`src/rtl/vram_slot_arbiter.sv`:
```
`timescale 1ns/1ps
// Time-slot arbiter for a single synchronous VRAM port shared by the BG fetcher,
// the sprite engine and the CPU. One slot per pixel-clock enable, scheduled from raster state.
module vram_slot_arbiter #(
    parameter int ADDR_W       = 14,
    parameter int DATA_W       = 8,
    parameter int STARVE_LIMIT = 8
) (
    input  logic              CLK,
    input  logic              RESET,
    input  logic              PCLK_EN,
    input  logic [8:0]        HPOS,
    input  logic              HBLK,
    input  logic              VBLK,
    input  logic              bg_req,
    input  logic [ADDR_W-1:0] bg_addr,
    output logic              bg_ack,
    output logic [DATA_W-1:0] bg_rdata,
    input  logic              spr_req,
    input  logic [ADDR_W-1:0] spr_addr,
    output logic              spr_ack,
    output logic [DATA_W-1:0] spr_rdata,
    input  logic              cpu_req,
    input  logic              cpu_we,
    input  logic [ADDR_W-1:0] cpu_addr,
    input  logic [DATA_W-1:0] cpu_wdata,
    output logic              cpu_ack,
    output logic [DATA_W-1:0] cpu_rdata,
    output logic [ADDR_W-1:0] vr_addr,
    output logic              vr_we,
    output logic [DATA_W-1:0] vr_wdata,
    input  logic [DATA_W-1:0] vr_rdata
);

    localparam int CNT_W = $clog2(STARVE_LIMIT + 1);

    typedef enum logic [1:0] {IDLE, ISSUE, DATA} state_t;
    typedef enum logic [1:0] {OWN_NONE, OWN_BG, OWN_SPR, OWN_CPU} owner_t;

    state_t            state, state_nx;
    owner_t            owner, win;
    logic [ADDR_W-1:0] addr_q;
    logic [DATA_W-1:0] wdata_q;
    logic              we_q;
    logic [CNT_W-1:0]  starve_q;
    logic [DATA_W-1:0] bg_rdata_q, spr_rdata_q, cpu_rdata_q;
    logic              slot_active, slot_hb, slot_vb, bg_slot, starved;
    logic              grant, cpu_lost;
    logic              unused_hpos;

    assign unused_hpos = ^HPOS[8:1];

    assign slot_active = !HBLK && !VBLK;
    assign slot_hb     = HBLK && !VBLK;
    assign slot_vb     = VBLK;
    assign bg_slot     = slot_active && !HPOS[0];
    assign starved     = starve_q >= CNT_W'(STARVE_LIMIT);

    always_comb begin
        win = OWN_NONE;
        if (bg_slot) begin
            if (bg_req) win = OWN_BG;
        end else if (slot_active || slot_vb || (slot_hb && starved)) begin
            if (cpu_req)      win = OWN_CPU;
            else if (spr_req) win = OWN_SPR;
        end else begin
            if (spr_req)      win = OWN_SPR;
            else if (cpu_req) win = OWN_CPU;
        end
    end

    assign grant    = (state == IDLE) && PCLK_EN && (win != OWN_NONE);
    assign cpu_lost = (state == IDLE) && PCLK_EN && cpu_req && !bg_slot && (win == OWN_SPR);

    always_comb begin
        state_nx = state;
        case (state)
            IDLE:    if (grant) state_nx = ISSUE;
            ISSUE:   state_nx = DATA;
            DATA:    state_nx = IDLE;
            default: state_nx = IDLE;
        endcase
    end

    always_ff @(posedge CLK or posedge RESET) begin
        if (RESET) begin
            state       <= IDLE;
            owner       <= OWN_NONE;
            addr_q      <= '0;
            wdata_q     <= '0;
            we_q        <= 1'b0;
            starve_q    <= '0;
            bg_rdata_q  <= '0;
            spr_rdata_q <= '0;
            cpu_rdata_q <= '0;
        end else begin
            state <= state_nx;
            if (grant) begin
                owner   <= win;
                we_q    <= (win == OWN_CPU) && cpu_we;
                wdata_q <= cpu_wdata;
                case (win)
                    OWN_BG:  addr_q <= bg_addr;
                    OWN_SPR: addr_q <= spr_addr;
                    default: addr_q <= cpu_addr;
                endcase
            end else if (state == DATA) begin
                owner <= OWN_NONE;
            end

            if (cpu_ack)
                starve_q <= '0;
            else if (cpu_lost && !starved)
                starve_q <= starve_q + CNT_W'(1);

            if (bg_ack)              bg_rdata_q  <= vr_rdata;
            if (spr_ack)             spr_rdata_q <= vr_rdata;
            if (cpu_ack && !we_q)    cpu_rdata_q <= vr_rdata;
        end
    end

    // Read data is forwarded straight from the RAM during the ack cycle, then held.
    assign bg_ack    = (state == DATA) && (owner == OWN_BG);
    assign spr_ack   = (state == DATA) && (owner == OWN_SPR);
    assign cpu_ack   = (state == DATA) && (owner == OWN_CPU);
    assign bg_rdata  = bg_ack  ? vr_rdata : bg_rdata_q;
    assign spr_rdata = spr_ack ? vr_rdata : spr_rdata_q;
    assign cpu_rdata = (cpu_ack && !we_q) ? vr_rdata : cpu_rdata_q;

    assign vr_addr  = (state == ISSUE) ? addr_q : '0;
    assign vr_we    = (state == ISSUE) && we_q;
    assign vr_wdata = vr_we ? wdata_q : '0;

endmodule
```
`config.mk`:
```
export PLATFORM = sky130hd
export DESIGN_NAME = vram_slot_arbiter
export DESIGN_NICKNAME = d
export VERILOG_FILES = /design/src/rtl/vram_slot_arbiter.sv
export SDC_FILE = /design/constraint.sdc
export NUM_CORES = 1
export LEC_CHECK = 0
export BUFFER_PORTS_ARGS = -buffer_cell sky130_fd_sc_hd__buf_2
export CAP_MARGIN = 20
export CELL_PAD_IN_SITES_DETAIL_PLACEMENT = 1
export CELL_PAD_IN_SITES_GLOBAL_PLACEMENT = 1
export CORE_MARGIN = 10
export CORE_UTILIZATION = 35
export CTS_CLUSTER_DIAMETER = 120
export CTS_CLUSTER_SIZE = 8
export DETAILED_ROUTE_END_ITERATION = 10
export PLACE_DENSITY = 0.88
export SLEW_MARGIN = 10
export SYNTH_ARGS = -nofsm -noshare
export SYNTH_HDL_FRONTEND = slang
export SYNTH_SLANG_ARGS = --single-unit
```
`constraint.sdc`:
```
create_clock -name CLK -period 2.5 [get_ports CLK]
set_input_delay 0.25 -clock CLK [delete_from_list [all_inputs] [get_ports CLK]]
set_output_delay 0.25 -clock CLK [all_outputs]
set_load 0.05 [all_outputs]
```
==> run summary <==
## Cells and area
• **most common cell after layout, fill and taps aside** sky130_fd_sc_hd__buf_2
• **net total in the final layout** 430
• **area occupied by registers** 0.00138 mm²
• **relative area change from synthesis to final layout** 32.6%
• **fraction of final layout cells with drive strength greater than 1** 49.0%
• **fillers** 849
• **cell area after layout** 0.00351 mm²
• **Antenna Diode Count** 0
• **most frequent cells in the layout** sky130_fd_sc_hd__buf_2, sky130_fd_sc_hd__dfrtp_1, sky130_fd_sc_hd__mux2_2
• **multi-input gate area in the final layout** 0.00118 mm²
• **non-filler instance count after layout** 448

## Detailed routing
• **Total Wirelength** 7890 µm
• **vias per cell** 4.94
• **number of remaining DRC errors** 0
• **number of antenna-violating nets in the routed design** 0
• **Initial DRC Count** 30
• **vias after detailed routing** 2,211
• **number of detailed-route iterations in the first pass** 4
• **routed length per placed instance** 17.6 µm

## Clock network
• **H-tree Lvls** 2
• **hold bufs inserted after CTS** 0
• **Clock Sinks** 55
• **CTS max path bufs** 2
• **clock input transition at the sequential cells of the worst setup and hold paths** 0.10 ns
• **root cell of the clock tree** sky130_fd_sc_hd__clkbuf_8
• **TritonCTS clock tree** yes
• **clock latency of the later-clocked register in the worst-skew pair** 0.31 ns
• **number of CTS-inserted buffers** 5

## Synthesis
• **gate count of the mapped netlist** 229
• **net count after synthesis** 311
• **number of synthesis warnings** 0
• **mean instance size in the synthesized netlist** 11.6 µm²
• **post-synthesis register bit count** 55
• **share of synthesized area occupied by flip-flops and latches** 51.9%
• **Netlist Area Pre-Place** 0.00265 mm²
• **synth unique cells** 29

## Power
• **part of the power in the clock network** 15.4%
• **net switching component of the power** 1.79 mW
• **Net Sw Frac** 45.5%
• **pwr dens** 1120 mW/mm²
• **leakage power total** 1.83 nW
• **part of the power in combinational logic** 48.8%
• **sum of internal, switching and leakage power** 3.94 mW
• **Sequential Power Share** 35.8%
• **Internal** 2.15 mW
• **worst supply voltage drop on vdd** 0.288 mV

## GRT
• **maximum number of pins on one net before global-route repair** 56
• **number of global-route vias before repair** 2,565
• **residual overflow from global routing** 0
• **first-pass GRT wire length** 12,900 µm
• **antenna violations before repair** 0
• **all-layer global routing usage** 13.7%

## Setup path
• **R2R depth** 6
• **classification of the worst setup path** flip-flop to output pin
• **endpoint arrival time on the critical path** 2.06 ns
• **Startpoint Class** flip-flop
• **RR Startpoint** starve_q[3]$_DFFE_PP0P_
• **required arrival time at the worst endpoint** 2.25 ns
• **Critical Path Fanout Max** 8
• **reg-to-reg slack, setup** 0.32 ns
• **Setup crit end kind** output pin
• **endpoint of the most critical register-to-register path** addr_q[10]$_DFFE_PP0P_

## STA
• **post-route minimum period** 2.31 ns
• **Worst Max-Slew Pin Slew** 0.696 ns
• **final-layout setup total negative slack** 0 ns
• **Max transition margin** 53.6%
• **Fin Clk Skew** 0.00670 ns
• **pins over their slew limit** 0
• **WHS** 0.125 ns
• **Hold Violations, Final** 0
• **final clock period utilization by the worst path** 92.4%
• **unrepaired setup endpoints after global routing** false
• **Fmax** 433 MHz
• **Final Setup Violations** 0

## Floorplan
• **site row count** 31
• **I/O pin total** 126
• **area of the core** 0.00729 mm²
• **Initial Utilization** 36.4%
• **floorplan die width** 107 µm
• **DIE HEIGHT** 107 µm
• **die area** 0.0115 mm²

## Placed design
• **routability-driven placement congestion ratio** 0.731
• **cell count after placement** 439
• **placed inst area** 0.00337 mm²
• **post-detail-place hpwl** 6350 µm
• **quantity of I/O buffers inserted on ports** 117

## Run
• **max-capacitance violation count** 0

## Min path
• **class of the worst hold path** primary input to asynchronous set/reset pin

## Status
• **result of the run** finished, final reports clean

## worst max-delay path: stages, from the launching register on
cell and delay [ns]:
sky130_fd_sc_hd__dfrtp_1 0.42, sky130_fd_sc_hd__nand4b_1 0.39, sky130_fd_sc_hd__nor2_4 0.22, sky130_fd_sc_hd__buf_12 0.14, sky130_fd_sc_hd__mux2_2 0.36, sky130_fd_sc_hd__buf_2 0.22
## registers in the layout, indices dropped and copies added (netlist names)
name / count
wdata_q: 8
owner: 2
spr_rdata_q: 8
bg_rdata_q: 8
cpu_rdata_q: 8
we_q: 1
state: 2
addr_q: 14
starve_q: 4
## synthesized netlist by cell type
master	number	share of area [%]
sky130_fd_sc_hd__a221oi_1	15	5.0
sky130_fd_sc_hd__and2_1	15	3.5
sky130_fd_sc_hd__and3_1	8	1.9
sky130_fd_sc_hd__buf_2	4	0.76
sky130_fd_sc_hd__buf_6	1	0.42
sky130_fd_sc_hd__clkbuf_1	10	1.4
sky130_fd_sc_hd__dfrtp_1	55	52
sky130_fd_sc_hd__ha_1	6	2.8
sky130_fd_sc_hd__inv_1	8	1.1
sky130_fd_sc_hd__mux2_2	32	14
sky130_fd_sc_hd__mux2i_1	3	1.1
sky130_fd_sc_hd__nand2_1	20	2.8
sky130_fd_sc_hd__nand2b_1	2	0.47
sky130_fd_sc_hd__nand3_1	3	0.57
sky130_fd_sc_hd__nand3b_1	1	0.28
sky130_fd_sc_hd__nand4b_1	1	0.33
sky130_fd_sc_hd__nor2_2	1	0.24
sky130_fd_sc_hd__nor2b_1	15	3.5
sky130_fd_sc_hd__nor3_1	1	0.19
sky130_fd_sc_hd__nor3b_1	2	0.57
sky130_fd_sc_hd__nor4_1	2	0.47
sky130_fd_sc_hd__nor4b_1	1	0.33
sky130_fd_sc_hd__o21a_1	2	0.57
sky130_fd_sc_hd__o21ai_0	3	0.57
sky130_fd_sc_hd__o21bai_1	1	0.28
sky130_fd_sc_hd__o31ai_1	14	4.0
sky130_fd_sc_hd__or3b_4	1	0.42
sky130_fd_sc_hd__or4_4	1	0.42
sky130_fd_sc_hd__or4b_1	1	0.38
## logic make-up after synthesis
logic type	after synthesis	share of synthesized area, %
flops	55	51.9
mux	35	14.7
simple gates	75	16.5
buf+inv	23	3.73
compound gates	35	10.3
fa+ha+maj	6	2.83
## routing by layer
metal / global-route usage, % / wire [µm] / vias up
li1: - / - / 1052
met1: 15.6 / 3300 / 1056
met2: 21.9 / 3580 / 97
met3: 7.78 / 944 / 6
met4: 3.19 / 68 / 0
met5: 0 / 0 / -
## how the worst max path moves through the flow
| stage | start | to | slack [ns] | depth (start not counted) |
|---|---|---|---|---|
| floorplan | starve_q[3]$_DFFE_PP0P_ | addr_q[3]$_DFFE_PP0P_ | 0.35 | 8 |
| global placement | VBLK | wdata_q[0]$_DFFE_PP0P_ | 0.21 | 8 |
| detailed placement | VBLK | addr_q[10]$_DFFE_PP0P_ | 0.19 | 8 |
| CTS | state[0]$_DFFE_PP0P_ | cpu_rdata[0] | 0.10 | 4 |
| global route | state[0]$_DFFE_PP0P_ | cpu_rdata[0] | 0.05 | 5 |
| finish | state[0]$_DFFE_PP0P_ | cpu_rdata[0] | 0.19 | 5 |
## power groups by stage
stage	registers (mW)	logic, mW	clock network, mW
final	1.41	1.92	0.609
after global routing	1.47	2.06	0.673
after CTS	1.42	1.95	0.629
after detailed placement	1.44	1.95	0
after global placement	1.40	1.89	0
after floorplan	1.37	1.50	0
## metrics by stage
step	utilization, %	worst slack, ns
2_1_floorplan	-	0.345
3_3_place_gp	46.2	0.205
3_5_place_dp	46.2	0.190
4_1_cts	47.9	0.103
5_1_grt	48.2	0.0483
6_report	48.2	0.190
## final cells by class
type                    count  area share (%)
flip-flops and latches     55            39.2
multi-input cells         151            33.6
repair buffers            127            19.5
well taps                  99            3.52
clock buffers               6            2.35
clock inverters             2           0.997
inverters                   8           0.854
## repair_timing
action / 4_1_cts / 5_1_grt
pin swaps: 0 / 1
setup endpoints to repair: 7 / 2
resized for setup: 1 / 0
buffers inserted: 0 / 1
endpoints found under the hold margin: 0 / 0
Power figures use the tool's default switching activity.
